## src/rtl/pc_redirect_unit.sv

```systemverilog
// Next-PC stage: resolves B-type/JAL/JALR redirects, owns the fetch PC,
// and presents it to fetch through a valid/ready handshake.
module pc_redirect_unit #(
   parameter logic [31:0] RESET_PC = 32'h0000_0000,
   parameter logic [31:0] TRAP_VEC = 32'h0000_0100
) (
   input  logic        i_clk,
   input  logic        i_rst_n,
   input  logic        i_instr_valid,
   input  logic [31:0] i_instr_pc,
   input  logic [2:0]  i_funct,
   input  logic        i_b,
   input  logic        i_j,
   input  logic        i_jr,
   input  logic [31:0] i_imm,
   input  logic [31:0] i_rs1_data,
   input  logic        i_br_eq,
   input  logic        i_br_lt,
   input  logic        i_work,
   input  logic        i_fetch_ready,
   output logic [31:0] o_pc,
   output logic        o_pc_valid,
   output logic        o_flush,
   output logic        o_taken,
   output logic        o_misalign,
   output logic        o_bad_funct,
   output logic [31:0] o_link_data
);

   typedef enum logic [1:0] {
      StIdle  = 2'd0,
      StRun   = 2'd1,
      StFlush = 2'd2
   } state_e;

   state_e      r_state;
   state_e      w_state_nxt;
   logic [31:0] r_pc;
   logic [31:0] w_pc_nxt;
   logic        r_taken;
   logic        w_taken_nxt;
   logic        r_misalign;
   logic        w_misalign_nxt;
   logic        r_bad_funct;
   logic        w_bad_funct_nxt;

   logic        w_resolve;
   logic        w_sel_jr;
   logic        w_sel_j;
   logic        w_sel_b;
   logic        w_br_cond;
   logic        w_funct_bad;
   logic        w_br_taken;
   logic        w_redirect;
   logic [31:0] w_jalr_sum;
   logic [31:0] w_target;
   logic        w_target_misaligned;

   // Resolve only in RUN; IDLE/FLUSH instructions are wrong-path.
   assign w_resolve = (r_state == StRun) && i_instr_valid;

   // Priority JR > J > B when several decode flags are set.
   assign w_sel_jr = i_jr;
   assign w_sel_j  = !i_jr && i_j;
   assign w_sel_b  = !i_jr && !i_j && i_b;

   // Decode the branch condition from funct3; 010/011 are not valid branches.
   always_comb begin
      w_br_cond   = 1'b0;
      w_funct_bad = 1'b0;
      case (i_funct)
         3'b000:          w_br_cond = i_br_eq;
         3'b001:          w_br_cond = !i_br_eq;
         3'b100, 3'b110:  w_br_cond = i_br_lt;
         3'b101, 3'b111:  w_br_cond = !i_br_lt;
         default:         w_funct_bad = 1'b1;
      endcase
   end

   // The comparator drives BrEq/BrLT high when idle, so work gates the result.
   assign w_br_taken = w_sel_b && i_work && w_br_cond;
   assign w_redirect = w_resolve && (w_sel_jr || w_sel_j || w_br_taken);

   assign w_jalr_sum          = i_rs1_data + i_imm;
   assign w_target            = w_sel_jr ? (w_jalr_sum & ~32'h1) : (i_instr_pc + i_imm);
   assign w_target_misaligned = (w_target[1:0] != 2'b00);

   // Next-state, next-PC and pulse generation.
   always_comb begin
      w_state_nxt     = r_state;
      w_pc_nxt        = r_pc;
      w_taken_nxt     = 1'b0;
      w_misalign_nxt  = 1'b0;
      w_bad_funct_nxt = 1'b0;
      case (r_state)
         StIdle: begin
            w_state_nxt = StRun;
         end
         StRun: begin
            w_bad_funct_nxt = w_resolve && w_sel_b && w_funct_bad;
            if (w_redirect) begin
               // A trap also discards the in-flight fetch, so it flushes too.
               w_state_nxt = StFlush;
               if (w_target_misaligned) begin
                  w_pc_nxt       = TRAP_VEC;
                  w_misalign_nxt = 1'b1;
               end else begin
                  w_pc_nxt    = w_target;
                  w_taken_nxt = 1'b1;
               end
            end else if (i_fetch_ready) begin
               w_pc_nxt = r_pc + 32'd4;
            end
         end
         StFlush: begin
            w_state_nxt = StRun;
         end
         default: begin
            w_state_nxt = StIdle;
         end
      endcase
   end

   // State, PC and pulse registers.
   always_ff @(posedge i_clk or negedge i_rst_n) begin
      if (!i_rst_n) begin
         r_state     <= StIdle;
         r_pc        <= RESET_PC;
         r_taken     <= 1'b0;
         r_misalign  <= 1'b0;
         r_bad_funct <= 1'b0;
      end else begin
         r_state     <= w_state_nxt;
         r_pc        <= w_pc_nxt;
         r_taken     <= w_taken_nxt;
         r_misalign  <= w_misalign_nxt;
         r_bad_funct <= w_bad_funct_nxt;
      end
   end

   assign o_pc        = r_pc;
   assign o_pc_valid  = (r_state == StRun);
   assign o_flush     = (r_state == StFlush);
   assign o_taken     = r_taken;
   assign o_misalign  = r_misalign;
   assign o_bad_funct = r_bad_funct;
   assign o_link_data = i_instr_pc + 32'd4;

endmodule

```

## config.mk

```make
export PLATFORM = sky130hd
export DESIGN_NAME = pc_redirect_unit
export DESIGN_NICKNAME = d
export VERILOG_FILES = /design/src/rtl/pc_redirect_unit.sv
export SDC_FILE = /design/constraint.sdc
export NUM_CORES = 1
export LEC_CHECK = 0
export ABC_AREA = 1
export BUFFER_PORTS_ARGS = -buffer_cell sky130_fd_sc_hd__buf_2
export CAP_MARGIN = 25
export CELL_PAD_IN_SITES_DETAIL_PLACEMENT = 1
export CELL_PAD_IN_SITES_GLOBAL_PLACEMENT = 2
export CORE_MARGIN = 3
export CORE_UTILIZATION = 30
export DETAILED_ROUTE_END_ITERATION = 16
export MAX_ROUTING_LAYER = met4
export PLACE_DENSITY = 0.88
export SYNTH_ARGS = -nofsm -noshare
export SYNTH_HDL_FRONTEND = slang
export SYNTH_SLANG_ARGS = --single-unit
```

## constraint.sdc

```tcl
create_clock -name i_clk -period 4.2 [get_ports i_clk]
set_input_delay 0.63 -clock i_clk [delete_from_list [all_inputs] [get_ports i_clk]]
set_output_delay 0.63 -clock i_clk [all_outputs]
set_load 0.005 [all_outputs]
```

## Yosys cells after proc, flatten, opt, wreduce, memory -nomap -nowiden

Cells that the tools add are included.

- Input bits: 109
- Register bits after elaboration: 37
- Logic and storage cells: 56

- Eq/ne operators: 8
- $add $sub $neg: 4
- Reductions and logical operators: 24
- Mux-type cells: 15

Operator list:

| operator | number |
|---|---|
| 2-to-1 mux 32 bit | 4 |
| adder 32 x 3 -> 32 bit, second input constant | 2 |
| adder 32 bit | 2 |
| == test 3 bit, second input constant | 4 |
| logical AND 1 bit | 9 |
| 2-to-1 mux 1 bit | 8 |
| OR reduction 2 bit | 3 |
| OR reduction 6 bit | 1 |
| logical NOT 1 bit | 4 |
| one-hot mux 1 bit (4 select lines) | 1 |
| one-hot mux 2 bit (2 select lines) | 1 |
| nonzero test 2 bit | 2 |
| == test 3 x 1 -> 1 bit, second input constant | 1 |
| logical NOT 3 bit | 1 |
| == test 2 x 1 -> 1 bit, second input constant | 1 |
| == test 2 bit, second input constant | 1 |
| logical NOT 2 bit | 1 |
| logical OR 1 bit | 2 |
| 2-to-1 mux 2 bit | 1 |
| != test 2 x 1 -> 1 bit, second input constant | 1 |
| AND reduction 2 bit | 1 |

## Longest topological paths before layout

Gate-level depths: netlist of the first run.

- Depth in word-level cells: 9
- Mapped depth: 15
- Gate-level depth less buffers: 15

## Worst setup path before layout of the first run

Ideal clock, no wire load.

- Path type: input to output
- Start point: input i_instr_pc[2]
- End point: output o_link_data[30]
- Cell stages on the path: 11
- Data arrival time: 1.847 ns
- Setup slack: 1.723 ns
- Cell sequence: ha_1 -> nand3_2 -> nor2_2 -> nand2_2 -> nor2_4 -> nand4_4 -> nor2_4 -> inv_2 -> nor2_4 -> nand4_2 -> xor2_1

- Word-level cells in the longest chain between the ends: 1

Ends and longest elaborated chain:

| what | line | source |
|---|---|---|
| start, declared | 10 | `input logic [31:0] i_instr_pc,` |
| adder 32 x 3 -> 32 bit | 147 | `assign o_link_data = i_instr_pc + 32'd4;` |
| end, declared | 27 | `output logic [31:0] o_link_data` |

No other way between the ends.

## Final worst setup path of the first run

Ends and elaborated chain as after synthesis.

==> reports/metrics.csv, run 1 <==
stage;metric;value;unit
outcome;status;completed;
detailed_routing;drt first pass iters;5;
global_routing;vias in the first global route;9579;
synthesis;share of the synthesized area in the top cell type;23.3;%
floorplanning;Die Wd;168;um
clocking;setup bufs post-CTS;0;
clocking;Clk Tree Root Cell;clkbuf_16;
floorplanning;Starting Density;30.9;%
synthesis;area of the mapped netlist;7910;um2
floorplanning;die footprint;28300;um2
detailed_routing;DRC;0;
synthesis;synthesized flop and latch total;37;
setup_path;FF-to-FF End;o_pc[12]$_DFFE_PN0P_;
setup_path;Critical Path Fanout Max;6;
setup_path;Critical path origin;i_instr_pc[2];
power;leak pwr;5.39;nW
sta;worst slew pin tran;0.996;ns
clocking;CTS H-Tree Depth;2;
sta;Final setup viols;0;
synthesis;Ys Warns;0;
detailed_routing;Via density;4.85;
floorplanning;FP Rows;58;
synthesis;register area share after synthesis;11.7;%
cells_and_area;Area Overhead vs Synth;17.8;%
global_routing;largest net degree at the start of global routing;38;
cells_and_area;# diodes;0;
detailed_routing;initial DRC count;519;
sta;post-route worst setup slack;1.29;ns
setup_path;Setup crit start kind;primary input;
synthesis;Synth Flop Type;dfrtp_1;
clocking;Clock Latency Late Sink;0.29;ns
global_routing;first-pass GRT wire length;51.1;mm
sta;Clock Skews;0.00558;ns
sta;setup TNS;0;ns
power;Internal Power;1.43;mW
synthesis;synth top area cells;nand2_1 (23%), inv_1 (12%), dfrtp_1 (12%);
cells_and_area;Nets;1811;
detailed_routing;vias;9541;
synthesis;Post-Syn Instances;1470;
synthesis;count leader, synth;nand2_1;
detailed_routing;Routed WL;31.5;mm
synthesis;Post-synth EDFFs;0;
sta;Period Utilization, post-route;69.4;%
sta;Tmin final;2.91;ns
synthesis;area leader, netlist;nand2_1;
power;maximum vdd drop;221;uV
placed_design;Port-buffer cells;177;
sta;final hold vios;0;
placed_design;HPWL after DPL;27.5;mm
setup_path;crit-path leading delay family;simple AND/OR/NAND/NOR gates;
setup_path;slowest stage delay, CP;0.20;ns
setup_path;RR Startpoint;r_state[1]$_DFFE_PN0P_;
clocking;# hold bufs at CTS;0;
sta;fin. max-slew vios;0;
clocking;CTS buffer count;5;
cells_and_area;share of layout cells above drive strength 1;14.0;%
sta;Achievable Freq;343;MHz
clocking;Sink Count;37;
power;clock power share;15.5;%
setup_path;arrival time at the worst endpoint;2.28;ns
setup_path;R2R Setup Slk;1.85;ns
placed_design;GP Congestion;0.902;
run;max cap viols;0;
global_routing;total track usage;22.7;%
clocking;clock tree buffer depth;2;
setup_path;CP endpoint kind;output pin;
synthesis;synth cell count leaders;nand2_1 (490), inv_1 (261), nor2_1 (158), nand3_1 (126), a21oi_1 (84);
placed_design;placed cell area;9140;um2
power;net switching component of the power;1.43;mW
detailed_routing;Post-DRT Antenna Nets;0;
setup_path;CP Data Required Time;3.57;ns
clocking;cts repair resizes;0;
power;total power;2.86;mW
detailed_routing;WL per Instance;16.0;um
sta;Relative slew margins;33.4;%
cells_and_area;# fillers;3646;
power;Comb power frac;57.5;%
setup_path;slowest CP cell;ha_1;
setup_path;Setup CP Type;primary input to output pin;
cells_and_area;fin area;9310;um2
clocking;CTS tree;done;
floorplanning;Die Y;168;um
floorplanning;I/O pin cnt;178;
setup_path;CP most frequent cell;nor2_4;
synthesis;syn avg cell area;5.38;um2
synthesis;Synth cell types;41;
setup_path;Buf+Inv Stages, Crit Path;3;
floorplanning;Core Footprint;25500;um2
clocking;CTS clk-pin slew, worst paths;0.06;ns
setup_path;CP cell instances;buf_2 -> ha_1 -> nand3_2 -> nor2_2 -> nand2_2 -> nor2_4 -> nand4_4 -> nor2_4 -> inv_2 -> nor2_4 -> nand4_2 -> xor2_1 -> buf_2;
power;pwr/cell area;307;nW/um2
synthesis;Post-Syn Nets;1644;
placed_design;worst slack at placement;1.26;ns
global_routing;initial antenna violation count;0;
setup_path;cells on worst reg2reg path;8;
global_routing;GR Overflow Total;0;
sta;RSZ-0062 raised after global routing;no;
synthesis;async set-reset flop share out of synthesis;100;%
power;Flop pwr share;27.0;%
worst_hold_path;Hold Path Class;primary input to asynchronous set/reset pin;
power;Sw Share;50.1;%
[cell families after synthesis]
group | count (synthesis) | share of synthesized area, %
AO/OA/AOI/OAI | 143 | 9.58
XOR/XNOR | 65 | 7.20
adder cells (fa/ha/maj) | 65 | 10.5
buffers and inverters | 295 | 14.2
flip-flops | 37 | 11.7
AND/OR/NAND/NOR | 865 | 46.8
[cell usage in the layout, fill, tap and decap left out, types with 28 or more instances in the layout]
cell and count:
buf_2 177, nor2_1 158, nand3_1 126, a21oi_1 84, o21ai_0 31, inv_1 261, xor2_1 37, xnor2_1 28
dfrtp_1 37, ha_1 63, nand2_1 490
[stage by stage]
step                std cells  hold WS [ns]  utilization [%]
global route             1968         0.499             36.5
finish                   1968         0.456             36.5
global placement         1960         0.468             35.8
floorplan                1470         0.334                -
CTS                      1968         0.484             36.5
detailed placement       1960         0.475             35.8
[metal layers]
| metal | GRT usage (%) | vias up | part of all wire [%] |
|---|---|---|---|
| met5 | - | - | 0 |
| li1 | - | 4919 | - |
| met4 | 2.85 | 0 | 1.3 |
| met2 | 38.3 | 208 | 47 |
| met1 | 30.7 | 4390 | 48 |
| met3 | 1.74 | 24 | 4.1 |
[area by class of cell]
cell class	count	area, um2	share of cell area (%)
clock buffers	7	143	1.53
well taps	330	413	4.43
flip-flops and latches	37	926	9.94
repair buffers	182	923	9.91
inverters	273	1020	11.0
clock inverters	1	30.0	0.322
multi-input cells	1138	5850	62.9
[state kept, by name, summed over array words and instances (netlist names)]
| name | flops |
|---|---|
| o_misalign | 1 |
| r_state | 2 |
| o_pc | 32 |
| o_taken | 1 |
| o_bad_funct | 1 |
[worst max-delay path by stage]
| stage | end | slack [ns] | cells past startpoint |
|---|---|---|---|
| final | o_link_data[30] | 1.29 | 13 |
| after global routing | o_link_data[28] | 1.10 | 12 |
| after CTS | o_link_data[30] | 1.25 | 13 |
| after detailed placement | o_link_data[30] | 1.26 | 13 |
| after global placement | o_link_data[30] | 1.28 | 13 |
| after floorplan | o_link_data[30] | 1.72 | 11 |
[power groups by stage]
stage	registers, mW	clock network (mW)	logic, mW
2_1_floorplan	0.706	0	1.06
3_3_place_gp	0.773	0	1.61
3_5_place_dp	0.779	0	1.65
4_1_cts	0.776	0.453	1.66
5_1_grt	0.812	0.466	1.88
6_report	0.772	0.443	1.65
[worst register-to-register path, delay by kind of cell, from the launching register on]
| family | cells | cell delay [ns] |
|---|---|---|
| AO/OA/AOI/OAI | 1 | 0.14 |
| buffers and inverters | 3 | 0.47 |
| flip-flops | 1 | 0.38 |
| AND/OR/NAND/NOR | 4 | 1.30 |
Note: power is estimated with default switching activity, not from simulation.
==> run 2, diff against run 1 <==
Settings changed: ABC_AREA 1 to 0, CORE_UTILIZATION 30 to 27, PLACE_DENSITY 0.88 to 0.78.
Clock period 4.2 ns to 2.64 ns, I/O delays scaled along.
==> run 2 against run 1 <==
Sequential cell count is the same; critical path depth stayed put; sequential power is 13% higher; critical endpoint is now o_pc[28]$_DFFE_PN0P_; highest routed layer unchanged.
==> reports/metrics.csv, run 2 <==
stage;metric;value;unit;change
cells_and_area;# diodes;0;;unchanged
floorplanning;FP Rows;53;;-8.6%
floorplanning;die footprint;24000;um2;-15%
setup_path;arrival time at the worst endpoint;2.78;ns;+0.50 ns
floorplanning;Core Footprint;21400;um2;-16%
power;Sw Share;42.2;%;-8.0 points
detailed_routing;Via density;5.06;;+4.3%
clocking;Clock Latency Late Sink;0.28;ns;about the same
cells_and_area;most common cell after layout, fill and taps aside;buf_2;;
sta;Achievable Freq;388;MHz;
sta;Relative slew margins;41.9;%;+8.5 points
synthesis;synth top area cells;dfrtp_1 (15%), ha_1 (13%), xnor2_1 (8.6%);;
sta;Final setup viols;0;;unchanged
global_routing;first-pass GRT wire length;37.7;mm;-26%
setup_path;CP Data Required Time;2.84;ns;-0.73 ns
global_routing;initial antenna violation count;0;;unchanged
detailed_routing;Post-DRT Antenna Nets;0;;unchanged
clocking;CTS clk-pin slew, worst paths;0.05;ns;about the same
detailed_routing;WL met1;11.8;mm;-22%
floorplanning;I/O pin cnt;178;;unchanged
sta;worst slew pin tran;0.871;ns;-0.125 ns
cells_and_area;most frequent cells in the layout;buf_2 (176), buf_4 (147), nand2_1 (82);;
power;clock power share;16.0;%;+0.5 points
detailed_routing;WL per Instance;17.3;um;+8.0%
detailed_routing;DRC;0;;unchanged
power;Comb power frac;59.8;%;+2.3 points
sta;Clock Skews;0.00230;ns;-0.00328 ns
setup_path;Setup crit start kind;primary input;;
cells_and_area;share of layout cells above drive strength 1;36.9;%;+23 points
synthesis;Synth Flop Type;dfrtp_1;;
synthesis;syn avg cell area;7.71;um2;+43%
synthesis;synthesized flop and latch total;37;;unchanged
setup_path;Critical path origin;i_imm[0];;
run;max cap viols;0;;unchanged
sta;final hold vios;0;;unchanged
power;pwr/cell area;412;nW/um2;+34%
synthesis;Post-synth EDFFs;0;;unchanged
synthesis;Ys Warns;0;;unchanged
synthesis;Post-Syn Instances;777;;-47%
synthesis;register area share after synthesis;15.5;%;+3.7 points
global_routing;total track usage;19.6;%;-3.1 points
power;total power;3.59;mW;+25%
detailed_routing;Routed WL;23.6;mm;-25%
worst_hold_path;Hold Path Class;primary input to asynchronous set/reset pin;;
cells_and_area;max FFs per register;32;;unchanged
setup_path;CP endpoint kind;flip-flop;;
floorplanning;Die Wd;155;um;-8.0%
sta;post-route worst setup slack;0.0611;ns;-1.22 ns
sta;Period Utilization, post-route;97.7;%;
synthesis;share of the synthesized area in the top cell type;15.5;%;-7.8 points
clocking;CTS tree;done;;
clocking;CTS buffer count;5;;unchanged
cells_and_area;# fillers;2685;;-26%
setup_path;RR Startpoint;o_pc[4]$_DFFE_PN0P_;;
setup_path;Setup CP Type;primary input to flip-flop;;
detailed_routing;Detail Route met2 WL;10.8;mm;-27%
floorplanning;Die Y;155;um;-8.0%
detailed_routing;vias;6892;;-28%
power;net switching component of the power;1.51;mW;+5.6%
sta;Tmin final;2.58;ns;
cells_and_area;post-route insts no fill;1363;;-31%
global_routing;GR Overflow Total;0;;unchanged
outcome;status;completed;;
power;Flop pwr share;24.2;%;-2.8 points
detailed_routing;initial DRC count;266;;-49%
cells_and_area;Nets;1261;;-30%
placed_design;HPWL after DPL;20.2;mm;-27%
power;leak pwr;4.06;nW;-25%
detailed_routing;highest routed layer;met4;;
synthesis;async set-reset flop share out of synthesis;100;%;unchanged
synthesis;Synth cell types;82;;+100%
placed_design;GP Congestion;0.889;;-1.5%
sta;RSZ-0062 raised after global routing;yes;;
synthesis;Post-Syn Nets;951;;-42%
synthesis;synth cell count leaders;nand2_1 (83), a21oi_1 (67), ha_1 (63), xnor2_1 (59), nor2_1 (58);;
placed_design;placed insts;1351;;-31%
clocking;Clk Tree Root Cell;clkbuf_16;;
placed_design;Port-buffer cells;177;;unchanged
clocking;clock tree buffer depth;2;;unchanged
cells_and_area;fin util;40.6;%;+4.2 points
synthesis;count leader, synth;nand2_1;;
placed_design;worst slack at placement;-0.391;ns;-1.65 ns
floorplanning;Starting Density;28.0;%;-3.0 points
clocking;Sink Count;37;;unchanged
global_routing;vias in the first global route;7195;;-25%
synthesis;area leader, netlist;dfrtp_1;;
synthesis;area of the mapped netlist;5990;um2;-24%
detailed_routing;routed wl met3;845;um;-35%
clocking;# hold bufs at CTS;0;;unchanged
power;maximum vdd drop;222;uV;+0.42%
global_routing;largest net degree at the start of global routing;48;;+26%
clocking;CTS H-Tree Depth;2;;unchanged
cells_and_area;Area Overhead vs Synth;45.4;%;
power;Internal Power;2.08;mW;+45%
setup_path;Critical Path Fanout Max;3;;-3
sta;fin. max-slew vios;0;;unchanged
detailed_routing;drt first pass iters;4;;-1
-- run 2: kinds of logic (layout without fill, tap and decap cells) --
group                      count (synthesis)  count (layout)  share of synthesized area, %
buffers and inverters                     41             352                          3.51
xor gates and xnor gates                  97              97                          14.2
AOI/OAI and AO/OA                        235             235                          26.4
DFF                                       37              37                          15.5
muxes                                     13              13                          2.28
adders and majority gates                 65              65                          13.8
and+or+nand+nor                          289             289                          24.3
-- run 2: worst max-delay path, stage by stage --
cell and delay (ns):
buf_8 0.07, buf_6 0.09, nand2_4 0.04, fa_2 0.35
nand2b_4 0.16, a21oi_4 0.15, o41ai_4 0.11, o21a_4 0.21
or4_4 0.56, nand4_4 0.10, o211ai_2 0.10, mux2_4 0.32
o221ai_2 0.12
-- run 2: power groups by stage --
stage / Clock [mW] / Sequential, mW / Combinational [mW]
6_report: 0.575 / 0.870 / 2.14
5_1_grt: 0.611 / 0.896 / 2.38
4_1_cts: 0.589 / 0.872 / 2.10
3_5_place_dp: 0 / 0.880 / 2.07
3_3_place_gp: 0 / 0.873 / 2.04
2_1_floorplan: 0 / 0.849 / 1.13
-- run 2: what timing repair did --
| action | CTS | global route |
|---|---|---|
| pin swaps | 6 | 31 |
| resized for setup | 8 | 43 |
| setup buffers | 0 | 4 |
| endpoints found under the setup margin | 13 | 26 |
-- run 2: through the flow --
| step | TNS (ns) | hold WS (ns) | cell area, um2 |
|---|---|---|---|
| after floorplan | 0 | 0.100 | 6100 |
| after global placement | -3.95 | 0.458 | 8270 |
| after detailed placement | -4.78 | 0.469 | 8270 |
| after CTS | 0 | 0.268 | 8440 |
| after global routing | -0.273 | 0.293 | 8710 |
| final | 0 | 0.224 | 8710 |
-- run 2: area by class of cell --
type	instances	area [um2]	area share [%]
inverters	18	67.6	0.776
well taps	275	344	3.95
clock buffers	8	136	1.57
multi-input cells	699	5210	59.8
repair buffers	326	2020	23.2
flip-flops and latches	37	926	10.6
-- run 2: path summary, 6_finish.rpt --
| path | endpoint | slack [ns] | depth (start not counted) |
|---|---|---|---|
| min in group i_clk | o_bad_funct$_DFF_PN0_ | 0.29 | 2 |
| setup / recovery | o_pc[28]$_DFFE_PN0P_ | 0.06 | 13 |
| hold / removal | o_pc[3]$_DFFE_PN0P_ | 0.22 | 1 |
| max in group asynchronous | o_taken$_DFF_PN0_ | 1.86 | 1 |
| hold reg to reg | r_state[0]$_DFFE_PN0P_ | 0.47 | 1 |
| setup reg to reg | o_pc[30]$_DFFE_PN0P_ | 0.39 | 9 |
-- run 2: metal layers --
metal | up-vias | track usage, %
met1 | 3258 | 28.0
li1 | 3505 | -
met5 | - | -
met2 | 119 | 31.5
met4 | 0 | 2.02
met3 | 10 | 1.36
